File: config.mk
export PLATFORM = sky130hd
export DESIGN_NAME = pal2sel
export DESIGN_NICKNAME = d
export VERILOG_FILES = /design/src/rtl/pal2sel_pkg.sv /design/src/rtl/pal2sel_hold.sv /design/src/rtl/pal2sel.sv
export SDC_FILE = /design/constraint.sdc
export NUM_CORES = 1
export LEC_CHECK = 0
export ABC_AREA = 1
export BUFFER_PORTS_ARGS = -buffer_cell sky130_fd_sc_hd__buf_2
export CAP_MARGIN = 20
export CORE_MARGIN = 8
export CORE_UTILIZATION = 61
export CTS_CLUSTER_SIZE = 28
export DETAILED_ROUTE_END_ITERATION = 6
export PLACE_DENSITY_LB_ADDON = 0.3
export SLEW_MARGIN = 25
export SYNTH_ARGS = -nofsm -noshare
export SYNTH_HDL_FRONTEND = slang
export SYNTH_SLANG_ARGS = --single-unit
File: constraint.sdc
create_clock -name clka -period 3.45 [get_ports clka]
set_clock_uncertainty 0.1 [all_clocks]
set_input_delay 0.345 -clock clka [delete_from_list [all_inputs] [get_ports clka]]
set_output_delay 0.345 -clock clka [all_outputs]
set_load 0.01 [all_outputs]
File: src/rtl/pal2sel_pkg.sv
// pal2sel shared types: FSM state encoding and default geometry.
// Optional parity bit is enabled by defining PAL2SEL_PARITY_EN.
package pal2sel_pkg;

  typedef enum logic [1:0] {
    ST_IDLE  = 2'd0,
    ST_SHIFT = 2'd1,
    ST_GAP   = 2'd2
  } state_t;

  localparam int DEF_DW  = 8;
  localparam int DEF_GAP = 1;

endpackage

File: src/rtl/pal2sel_hold.sv
// pal2sel one-entry holding register with ready/overflow handshake.
// ready is the inverted full flag, kept directly in a flop.
module pal2sel_hold
  import pal2sel_pkg::*;
#(
  parameter int DW = DEF_DW
) (
  input  logic          clk,
  input  logic          rst_n,
  input  logic          wrb,
  input  logic [DW-1:0] db_in,
  input  logic          take,
  output logic          ready,
  output logic          ovf,
  output logic [DW-1:0] hold
);

  always_ff @(posedge clk or negedge rst_n) begin
    if (!rst_n) begin
      ready <= 1'b1;
      ovf   <= 1'b0;
      hold  <= '0;
    end else begin
      ovf <= wrb & ~ready;
      if (wrb && ready) begin
        hold  <= db_in;
        ready <= 1'b0;
      end else if (take) begin
        ready <= 1'b1;
      end
    end
  end

endmodule

File: src/rtl/pal2sel.sv
// pal2sel parallel-to-serial link transmitter, MSB first, wra_n framed.
// Define PAL2SEL_PARITY_EN to append an even-parity bit to each frame.
module pal2sel
  import pal2sel_pkg::*;
#(
  parameter int DW  = DEF_DW,
  parameter int GAP = DEF_GAP
) (
  input  logic          clka,
  input  logic          rst_n,
  input  logic          wrb,
  input  logic [DW-1:0] db_in,
  output logic          ready,
  output logic          dout,
  output logic          wra_n,
  output logic          ovf,
  output logic          busy
);

`ifdef PAL2SEL_PARITY_EN
  localparam int FL = DW + 1;
`else
  localparam int FL = DW;
`endif
  localparam int BW = $clog2(DW + 1);

  state_t        state, state_nxt;
  logic [DW-1:0] hold;
  logic [DW-1:0] sreg, sreg_nxt;
  logic [BW-1:0] bcnt, bcnt_nxt;
  logic [3:0]    gcnt, gcnt_nxt;
  logic          dout_nxt, wra_n_nxt;
  logic          take, start;
`ifdef PAL2SEL_PARITY_EN
  logic          par, par_nxt;
`endif

  pal2sel_hold #(.DW(DW)) u_hold (
    .clk   (clka),
    .rst_n (rst_n),
    .wrb   (wrb),
    .db_in (db_in),
    .take  (take),
    .ready (ready),
    .ovf   (ovf),
    .hold  (hold)
  );

  assign busy = (state != ST_IDLE);

  // sreg holds only the bits still to be sent, left aligned
  always_comb begin
    state_nxt = state;
    sreg_nxt  = sreg;
    bcnt_nxt  = bcnt;
    gcnt_nxt  = gcnt;
    dout_nxt  = dout;
    wra_n_nxt = wra_n;
    take      = 1'b0;
    start     = 1'b0;
`ifdef PAL2SEL_PARITY_EN
    par_nxt   = par;
`endif
    unique case (state)
      ST_IDLE: start = ~ready;
      ST_SHIFT: begin
        if (bcnt == BW'(FL - 1)) begin
          state_nxt = ST_GAP;
          wra_n_nxt = 1'b1;
          dout_nxt  = 1'b0;
          gcnt_nxt  = '0;
        end else begin
          bcnt_nxt = bcnt + 1'b1;
          sreg_nxt = {sreg[DW-2:0], 1'b0};
          dout_nxt = sreg[DW-1];
`ifdef PAL2SEL_PARITY_EN
          if (bcnt == BW'(DW - 1))
            dout_nxt = par;
`endif
        end
      end
      ST_GAP: begin
        if (gcnt == 4'(GAP - 1)) begin
          if (!ready) start = 1'b1;
          else state_nxt = ST_IDLE;
        end else begin
          gcnt_nxt = gcnt + 1'b1;
        end
      end
      default: state_nxt = ST_IDLE;
    endcase
    if (start) begin
      take      = 1'b1;
      state_nxt = ST_SHIFT;
      sreg_nxt  = {hold[DW-2:0], 1'b0};
      bcnt_nxt  = '0;
      wra_n_nxt = 1'b0;
      dout_nxt  = hold[DW-1];
`ifdef PAL2SEL_PARITY_EN
      par_nxt   = ^hold;
`endif
    end
  end

  always_ff @(posedge clka or negedge rst_n) begin
    if (!rst_n) begin
      state <= ST_IDLE;
      sreg  <= '0;
      bcnt  <= '0;
      gcnt  <= '0;
      dout  <= 1'b0;
      wra_n <= 1'b1;
`ifdef PAL2SEL_PARITY_EN
      par   <= 1'b0;
`endif
    end else begin
      state <= state_nxt;
      sreg  <= sreg_nxt;
      bcnt  <= bcnt_nxt;
      gcnt  <= gcnt_nxt;
      dout  <= dout_nxt;
      wra_n <= wra_n_nxt;
`ifdef PAL2SEL_PARITY_EN
      par   <= par_nxt;
`endif
    end
  end

endmodule

# Yosys cells after proc, flatten, opt, wreduce, memory -nomap -nowiden
# Index checks and enable logic that the tools add are counted.
totals:
  reg_bits: 30
  word_cells: 61
classes:
  bitwise_logic: 2
  n_eq_ne: 10
  addsub: 2
  n_reduce_logical: 12
  muxes: 26
ops:
  columns: ["operator", "n"]
  rows:
  - ["$mux 8", 3]
  - ["$mux 4", 5]
  - ["$mux 1", 11]
  - ["$reduce_bool 2->1", 5]
  - ["$add 4x1->4 const B", 2]
  - ["$mux 2", 4]
  - ["$ne 2x2->1 const B", 4]
  - ["$pmux 4 s2", 1]
  - ["$ne 3x3->1 const B", 2]
  - ["$pmux 2 s3", 1]
  - ["$eq 4x3->1 const B", 1]
  - ["$logic_not 4->1", 1]
  - ["$reduce_and 2->1", 2]
  - ["$reduce_and 4->1", 1]
  - ["$ne 3x2->1 const B", 1]
  - ["$reduce_and 3->1", 1]
  - ["$eq 2x1->1 const B", 1]
  - ["$eq 2x2->1 const B", 1]
  - ["$logic_not 2->1", 1]
  - ["$pmux 1 s2", 1]
  - ["$and 1x1->1", 1]
  - ["$logic_and 1x1->1", 1]
  - ["$not 1->1", 1]

# Longest topological paths before layout
# Gate-level depths: netlist (run 1).
depth:
  word_depth: 6
  mapped_depth: 8
  mapped_depth_nobuf: 8

# Modules after synthesis
# A second synthesis (run 1) with hierarchy kept.
hier_totals:
  hier_cells: 150
  area_unflattened_um2: 1357.6
by_module_without_submodules:
  columns: ["mod", "area_each_um2", "instances", "cells_per_inst"]
  rows:
  - ["pal2sel", 945.9, 1, 108]
  - ["pal2sel_hold", 411.6, 1, 42]

# Worst setup path after synthesis (run 1)
# No wires, ideal clock.
synth_timing:
  path_kind: "reg2reg"
  startpoint: "register gcnt[0]"
  endpoint: "register sreg[6]"
  setup_slack_ns: 2.131
  n_path_buf: 1
  stages_incl_launch_ff: 9
  arrival_ns: 1.103
  cell_sequence: "dfrtp_1 > inv_1 > ha_1 > nand2_2 > nand2_4 > nand2_4 > buf_6 > nand3_2 > nand2_1"
synth_via:
  elab_chain_len: 5
  word_cells_on_any_way: 7
  cone_classes: "1 x eq/ne; 3 x mux; 3 x reduce/logical"
synth_rtl:
  columns: ["item", "line", "text"]
  rows:
  - ["from (decl)", "pal2sel.sv:31", "logic [3:0] gcnt, gcnt_nxt;"]
  - ["from (signal assigned)", "pal2sel.sv:120", "gcnt <= gcnt_nxt;"]
  - ["$logic_not 4->1 (*)", "pal2sel.sv:83", "if (gcnt == 4'(GAP - 1)) begin"]
  - ["$mux 1 (*)", "pal2sel.sv:83", null]
  - ["$pmux 1 s2 (*)", "pal2sel.sv:64", "unique case (state)"]
  - ["$ne 2x2->1 (no source line) / $reduce_bool 2->1 (equally long branches)", null, null]
  - ["$reduce_and 2->1 (no source line)", null, null]
  - ["to (signal assigned)", "pal2sel.sv:118", "sreg <= sreg_nxt;"]
  - ["to (decl)", "pal2sel.sv:29", "logic [DW-1:0] sreg, sreg_nxt;"]
# Every way passes the cells marked *; elsewhere a longest branch is shown, timed or not.
# A chain may end at the register's enable or synchronous reset.

# Final worst setup path (run 1)
layout_timing:
  startpoint: "register state[1]"
  endpoint: "output busy"
layout_via:
  elab_chain_len: 1
layout_rtl:
  columns: ["item", "line", "text"]
  rows:
  - ["from (decl)", "pal2sel.sv:27", "state_t state, state_nxt;"]
  - ["from (signal assigned)", "pal2sel.sv:117", "state <= state_nxt;"]
  - ["$reduce_bool 2->1", "pal2sel.sv:49", "assign busy = (state != ST_IDLE);"]
  - ["to (decl)", "pal2sel.sv:17", "output logic busy"]
# Every way passes these cells.

==> flow_summary_export.csv, run 1 <==
group,metric,value,unit
status,status,"complete, no violations",
timing,drv_slew,0,
layout,most-common-layout-cells,"nand2_1, dfrtp_1, nand3_1",
pwr,power_density,826.2,nW/um^2
worst_setup_path,ff2ff_setup_slack,1.98,ns
placed_design,hpwl,1908,um
worst_setup_path,cp.arrival,1.08,ns
worst_setup_path,worstSetupStartpointType,"register",
yosys,synth_area_leaders,"dfrtp_1, nand2_1, mux2_2",
worst_setup_path,crit_slowest_cell,"dfrtp_1",
yosys,synth_fp_nets,158,
yosys,yosysTopAreaCell,"dfrtp_1",
die,io_pins,16,
routing,wl_per_cell,13.36,um
timing,max_slew_margin,0.5758,
yosys,synth_area,1413,sq um
routing,initialDrtViolationCount,66,
timing,tns,0,ns
placed_design,io_buffer_count,15,
layout,syn2layout_area_growth,11.87,%
die,rows,17,
hold_path,whs_path_depth,2,
timing,finalCritPeriodShare,0.4419,
worst_setup_path,slowest_delay,0.50,ns
routing,vias,1019,
worst_setup_path,crit-reg2reg-launch,"gcnt[0]",
routing,drc,0,
grt,first_global_vias,1036,
yosys,yosysWarnings,0,
yosys,synth_cells,144,
routing,via_per_inst,5.253,
timing,rsz0062_at_grt,"false",
placed_design,placed_area,1500,sq um
routing,first_pass_iters,4,
clocking,clockRootBuffer,"clkbuf_4",
worst_setup_path,reg2reg_to,"bcnt[3]",
layout,layout_commonest_cell,"nand2_1",
timing,timing_hold_violations_final,0,
layout,drive_above_1_share,0.3193,
worst_setup_path,required,3.00,ns
routing,totalWireLength,2592,um
clocking,cts_setup_buffers,0,
grt,grt_pass1_wl,4636,um
job,maxCapViolations,0,
yosys,synth_cell_types,21,
placed_design,dp_cells,185,
timing,clock.fmax,656.0,MHz
clocking,clk_latency,0.32,ns
placed_design,place.gp.congestion,0.8623,
layout,final_cells,194,
worst_setup_path,reg2reg_depth,7,
die,fp.dieArea,4111,sq um
clocking,h-tree-depth,2,
die,dieHeight,64.12,um
worst_setup_path,worstPathMaxFanout,5,
die,initial_utilization,0.6386,
clocking,numCtsBuffers,5,
pwr,vdd_drop_max,0.4965,mV
clocking,clock-sinks,29,
pwr,p_leak,0.8294,nW
grt,grt_usage,0.1430,
layout,design_area,1580,sq um
grt,grt-ovfl-total,0,
die,core_area,2212,sq um
grt,grt_max_degree,30,
routing,ant_nets,0,
yosys,yosys.area.top_type_share,0.4783,
timing,period_needed,1.524,ns
layout,diodes,0,
worst_setup_path,worstPathCellList,"inv_1 > nand2_1 > buf_2",
yosys,ys_ff_latch,29,
die,die_x,64.12,um
timing,setup_viol,0,
hold_path,holdPathEnd,"u_hold.hold[1]",
timing,tightest_slew,0.6362,ns
yosys,ys_seq_area_frac,0.5155,
hold_path,min-delay-start,"db_in[1]",
clocking,clkTransAtPathRegs,0.09,ns
clocking,cts_tree,"built",
yosys,avgSynthCellArea,9.810,sq um
grt,grt_antenna_before_repair,0,
worst_setup_path,critPathCaptureType,"primary output",
clocking,clock_path_buffers,2,
worst_setup_path,path_class,"reg2out",
hold_path,hold_class,"in2reg",
layout,fin_nets,179,
==> worst max-delay path: cells and delay by family (launching register included) <==
family	cells	cell delay, ns
flip-flops	1	0.50
buffers and inverters	2	0.19
AND/OR/NAND/NOR	1	0.06
==> stage by stage <==
step / total power, mW / utilization / hold slack (ns) / worst slack [ns]
floorplan: 0.9758 / - / -0.05059 / 2.131
detailed placement: 1.086 / 0.6782 / 0.3048 / 2.006
global route: 1.417 / 0.7144 / 0.1286 / 1.836
finish: 1.306 / 0.7144 / 0.1487 / 1.926
global placement: 1.056 / 0.6782 / 0.2902 / 2.070
CTS: 1.320 / 0.7144 / 0.1361 / 1.900
==> Yosys cell counts <==
library cell  count
mux2_2            8
nand3_1          17
a21o_1            1
dfstp_2           2
o21ai_1           6
xnor2_1           1
nand2_2           2
inv_2             3
xor2_1            2
dfrtp_1          27
inv_1            13
nand3b_1          2
nand2_4           3
nor2_1            4
nand2_1          36
nor2_2            2
nand3_2           7
nor2_4            2
o21ai_2           1
ha_1              3
buf_6             2
==> flip-flops by register name, indices dropped and copies added (netlist names) <==
signal / cells
gcnt: 4
dout: 1
wra_n: 1
u_hold.ready: 1
u_hold.ovf: 1
u_hold.hold: 8
sreg: 7
bcnt: 4
state: 2
==> power breakdown <==
group | switching [mW] | internal (mW) | leakage [nW]
logic | 0.287 | 0.202 | 0.430
registers | 0.0997 | 0.483 | 0.358
clock network | 0.115 | 0.118 | 0.0413
total | 0.502 | 0.803 | 0.829
==> logic make-up after synthesis <==
| family | synth area share |
|---|---|
| AOI/OAI and AO/OA | 0.03278 |
| buffers and inverters | 0.05846 |
| xor gates and xnor gates | 0.01860 |
| DFF | 0.5155 |
| adders and majority gates | 0.02658 |
| and+or+nand+nor | 0.2843 |
| muxes | 0.06378 |
==> worst max path at each step <==
| stage | to | depth (start not counted) | from | slack [ns] |
|---|---|---|---|---|
| after CTS | busy | 3 | state[1] | 1.90 |
| after floorplan | sreg[6] | 8 | gcnt[0] | 2.13 |
| final | busy | 3 | state[1] | 1.93 |
| after global routing | busy | 3 | state[1] | 1.84 |
| after detailed placement | sreg[6] | 8 | gcnt[0] | 2.01 |
| after global placement | sreg[6] | 8 | gcnt[0] | 2.07 |
==> final cells by class <==
type / instances / area [sq um]
multi-input combinational: 97 / 601.8
fill: 177 / 631.9
clock inverter: 1 / 5.005
inverter: 16 / 60.06
clock buffer: 7 / 65.06
timing repair buffer: 16 / 85.08
tap: 28 / 35.03
sequential: 29 / 728.2
==> layer usage <==
layer,wire length (um),global-route usage
met1,1129,0.1663
met2,1268,0.2296
met3,153,0.06098
met4,40,0.05450
met5,0,0
==> what timing repair did <==
action                                 4_1_cts  5_1_grt
resized for setup                            0        0
hold buffers                                 1        0
endpoints found under the hold margin       27        0
Power figures use the tool's default switching activity.
==> run 2: changes to the inputs <==
--- a/config.mk
+++ b/config.mk
@@ -9,7 +9,7 @@
 export BUFFER_PORTS_ARGS = -buffer_cell sky130_fd_sc_hd__buf_2
 export CAP_MARGIN = 20
 export CORE_MARGIN = 8
-export CORE_UTILIZATION = 61
+export CORE_UTILIZATION = 51
 export CTS_CLUSTER_SIZE = 28
 export DETAILED_ROUTE_END_ITERATION = 6
 export PLACE_DENSITY_LB_ADDON = 0.3
==> constraint.sdc (replaced) <==
create_clock -name clka -period 1.4 [get_ports clka]
set_clock_uncertainty 0.1 [all_clocks]
set_input_delay 0.14 -clock clka [delete_from_list [all_inputs] [get_ports clka]]
set_output_delay 0.14 -clock clka [all_outputs]
set_load 0.01 [all_outputs]
==> flow_summary_export.csv, run 2 (synthesis results as in run 1) <==
group,metric,value,unit
placed_design,io_buffer_count,15,
layout,most-common-layout-cells,"nand2_1, dfrtp_1, nand3_1, buf_2, inv_1",
timing,timing_hold_violations_final,0,
clocking,clkTransAtPathRegs,0.09,ns
layout,drive_above_1_share,0.3892,
timing,layout_setup_ws,0.04289,ns
pwr,vdd_drop_max,1.268,mV
clocking,cts_tree,"built",
placed_design,pre_cts_ws,-0.01614,ns
worst_setup_path,cp.arrival,1.48,ns
grt,grt-ovfl-total,0,
timing,drv_slew,0,
timing,max_slew_margin,0.5810,
die,die_x,68.63,um
layout,layout_commonest_cell,"nand2_1",
placed_design,place.gp.congestion,0.8426,
worst_setup_path,critPathCaptureType,"register",
routing,vias,1115,
routing,first_pass_iters,4,
die,rows,19,
timing,finalCritPeriodShare,0.9694,
timing,rsz0062_at_grt,"true",
layout,top_regs,"u_hold.hold x8, sreg x7",
grt,grt_pass1_wl,4850,um
worst_setup_path,ff2ff_setup_slack,0.04,ns
worst_setup_path,crit_slowest_cell,"dfrtp_1",
timing,setup_viol,0,
worst_setup_path,crit_buf_inv,0,
layout,diodes,0,
layout,largest_register,"u_hold.hold",
hold_path,hold_class,"in2async",
die,initial_utilization,0.5259,
layout,syn2layout_area_growth,29.14,%
pwr,p_leak,0.9031,nW
routing,wl_per_cell,13.73,um
die,fp.dieArea,4710,sq um
worst_setup_path,slowest_delay,0.40,ns
routing,ant_nets,0,
routing,initialDrtViolationCount,59,
placed_design,dp_cells,192,
job,maxCapViolations,0,
grt,grt_antenna_before_repair,0,
layout,largest_reg_flops,8,
worst_setup_path,reg2reg_to,"sreg[7]",
grt,grt_max_degree,30,
worst_setup_path,crit-reg2reg-launch,"bcnt[0]",
worst_setup_path,required,1.52,ns
timing,clock.fmax,736.9,MHz
worst_setup_path,cpLargestDelayFamily,"simple AND/OR/NAND/NOR gates",
worst_setup_path,reg2reg_depth,5,
clocking,clk_latency,0.32,ns
routing,totalWireLength,2965,um
layout,final_cells,216,
worst_setup_path,path_class,"reg2reg",
timing,tightest_slew,0.6286,ns
die,dieHeight,68.63,um
timing,period_needed,1.357,ns
clocking,clock_path_buffers,2,
placed_design,hpwl,1950,um
routing,via_per_inst,5.162,
routing,drc,0,
clocking,numCtsBuffers,5,
timing,whs,0.2614,ns
status,status,"complete, no violations",
worst_setup_path,worstPathMaxFanout,7,
pwr,power_density,1976,nW/um^2
clocking,clockRootBuffer,"clkbuf_4",
grt,grt_usage,0.1385,
die,core_area,2686,sq um
worst_setup_path,worstSetupStartpointType,"register",
grt,first_global_vias,1096,
clocking,clock-sinks,29,
clocking,h-tree-depth,2,
worst_setup_path,worstPathCellList,"ha_2 > nand3b_1 > nand2_2 > nand3_1 > nand2_1",
layout,fillCellCount,217,
die,io_pins,16,
layout,fin_nets,198,
[run 2: cell count changes in the layout (fill, tap and decap cells not counted), sizes merged]
cell	previous run	this run
buf	15	22
bufinv	0	1
clkinv	1	0
dlygate4sd3	1	10
nand2	41	44
[run 2: report_power, final]
part / total (mW) / internal [mW] / switching [mW]
registers: 1.45 / 1.19 / 0.254
clock network: 0.713 / 0.426 / 0.286
logic: 1.45 / 0.641 / 0.806
[run 2: how the worst max path moves through the flow]
stage                  start       to  slack [ns]  depth (start not counted)
floorplan            gcnt[0]  sreg[6]        0.08                          8
finish               bcnt[0]  sreg[7]        0.04                          5
detailed placement   gcnt[1]  sreg[6]       -0.02                          8
global placement     gcnt[0]  sreg[6]        0.06                          8
global route         bcnt[0]  bcnt[2]       -0.02                          5
CTS                 state[1]  sreg[3]        0.01                          7
[run 2: through the flow]
stage               area (sq um)  power, mW  utilization  TNS [ns]
floorplan                   1413      2.405            -         0
global placement            1534      2.660       0.5710         0
detailed placement          1534      2.734       0.5710  -0.02263
CTS                         1733      3.500       0.6451         0
global route                1824      3.888       0.6791  -0.07662
finish                      1824      3.606       0.6791         0
[run 2: final cells by class]
cell class	count	area, sq um	share of cell area
clock buffers	7	55.05	0.03018
clock inverters	1	30.03	0.01646
inverters	16	60.06	0.03292
multi-input cells	100	683.2	0.3745
flip-flops and latches	29	729.5	0.3999
well taps	31	38.79	0.02126
repair buffers	32	227.7	0.1248
[run 2: what timing repair did]
action | 4_1_cts | 5_1_grt
endpoints found under the hold margin | 37 | 0
pin swaps | 1 | 11
hold buffers | 10 | 0
gates cloned | 0 | 3
setup endpoints to repair | 6 | 17
setup buffers | 0 | 3
resized for setup | 3 | 12
[run 2: layer usage]
metal	up-vias	global-route usage	wire length (um)
met2	26	0.2195	1474
met1	533	0.1642	1310
met5	-	0	0
met3	7	0.05816	127
met4	0	0.05115	51
li1	549	-	-
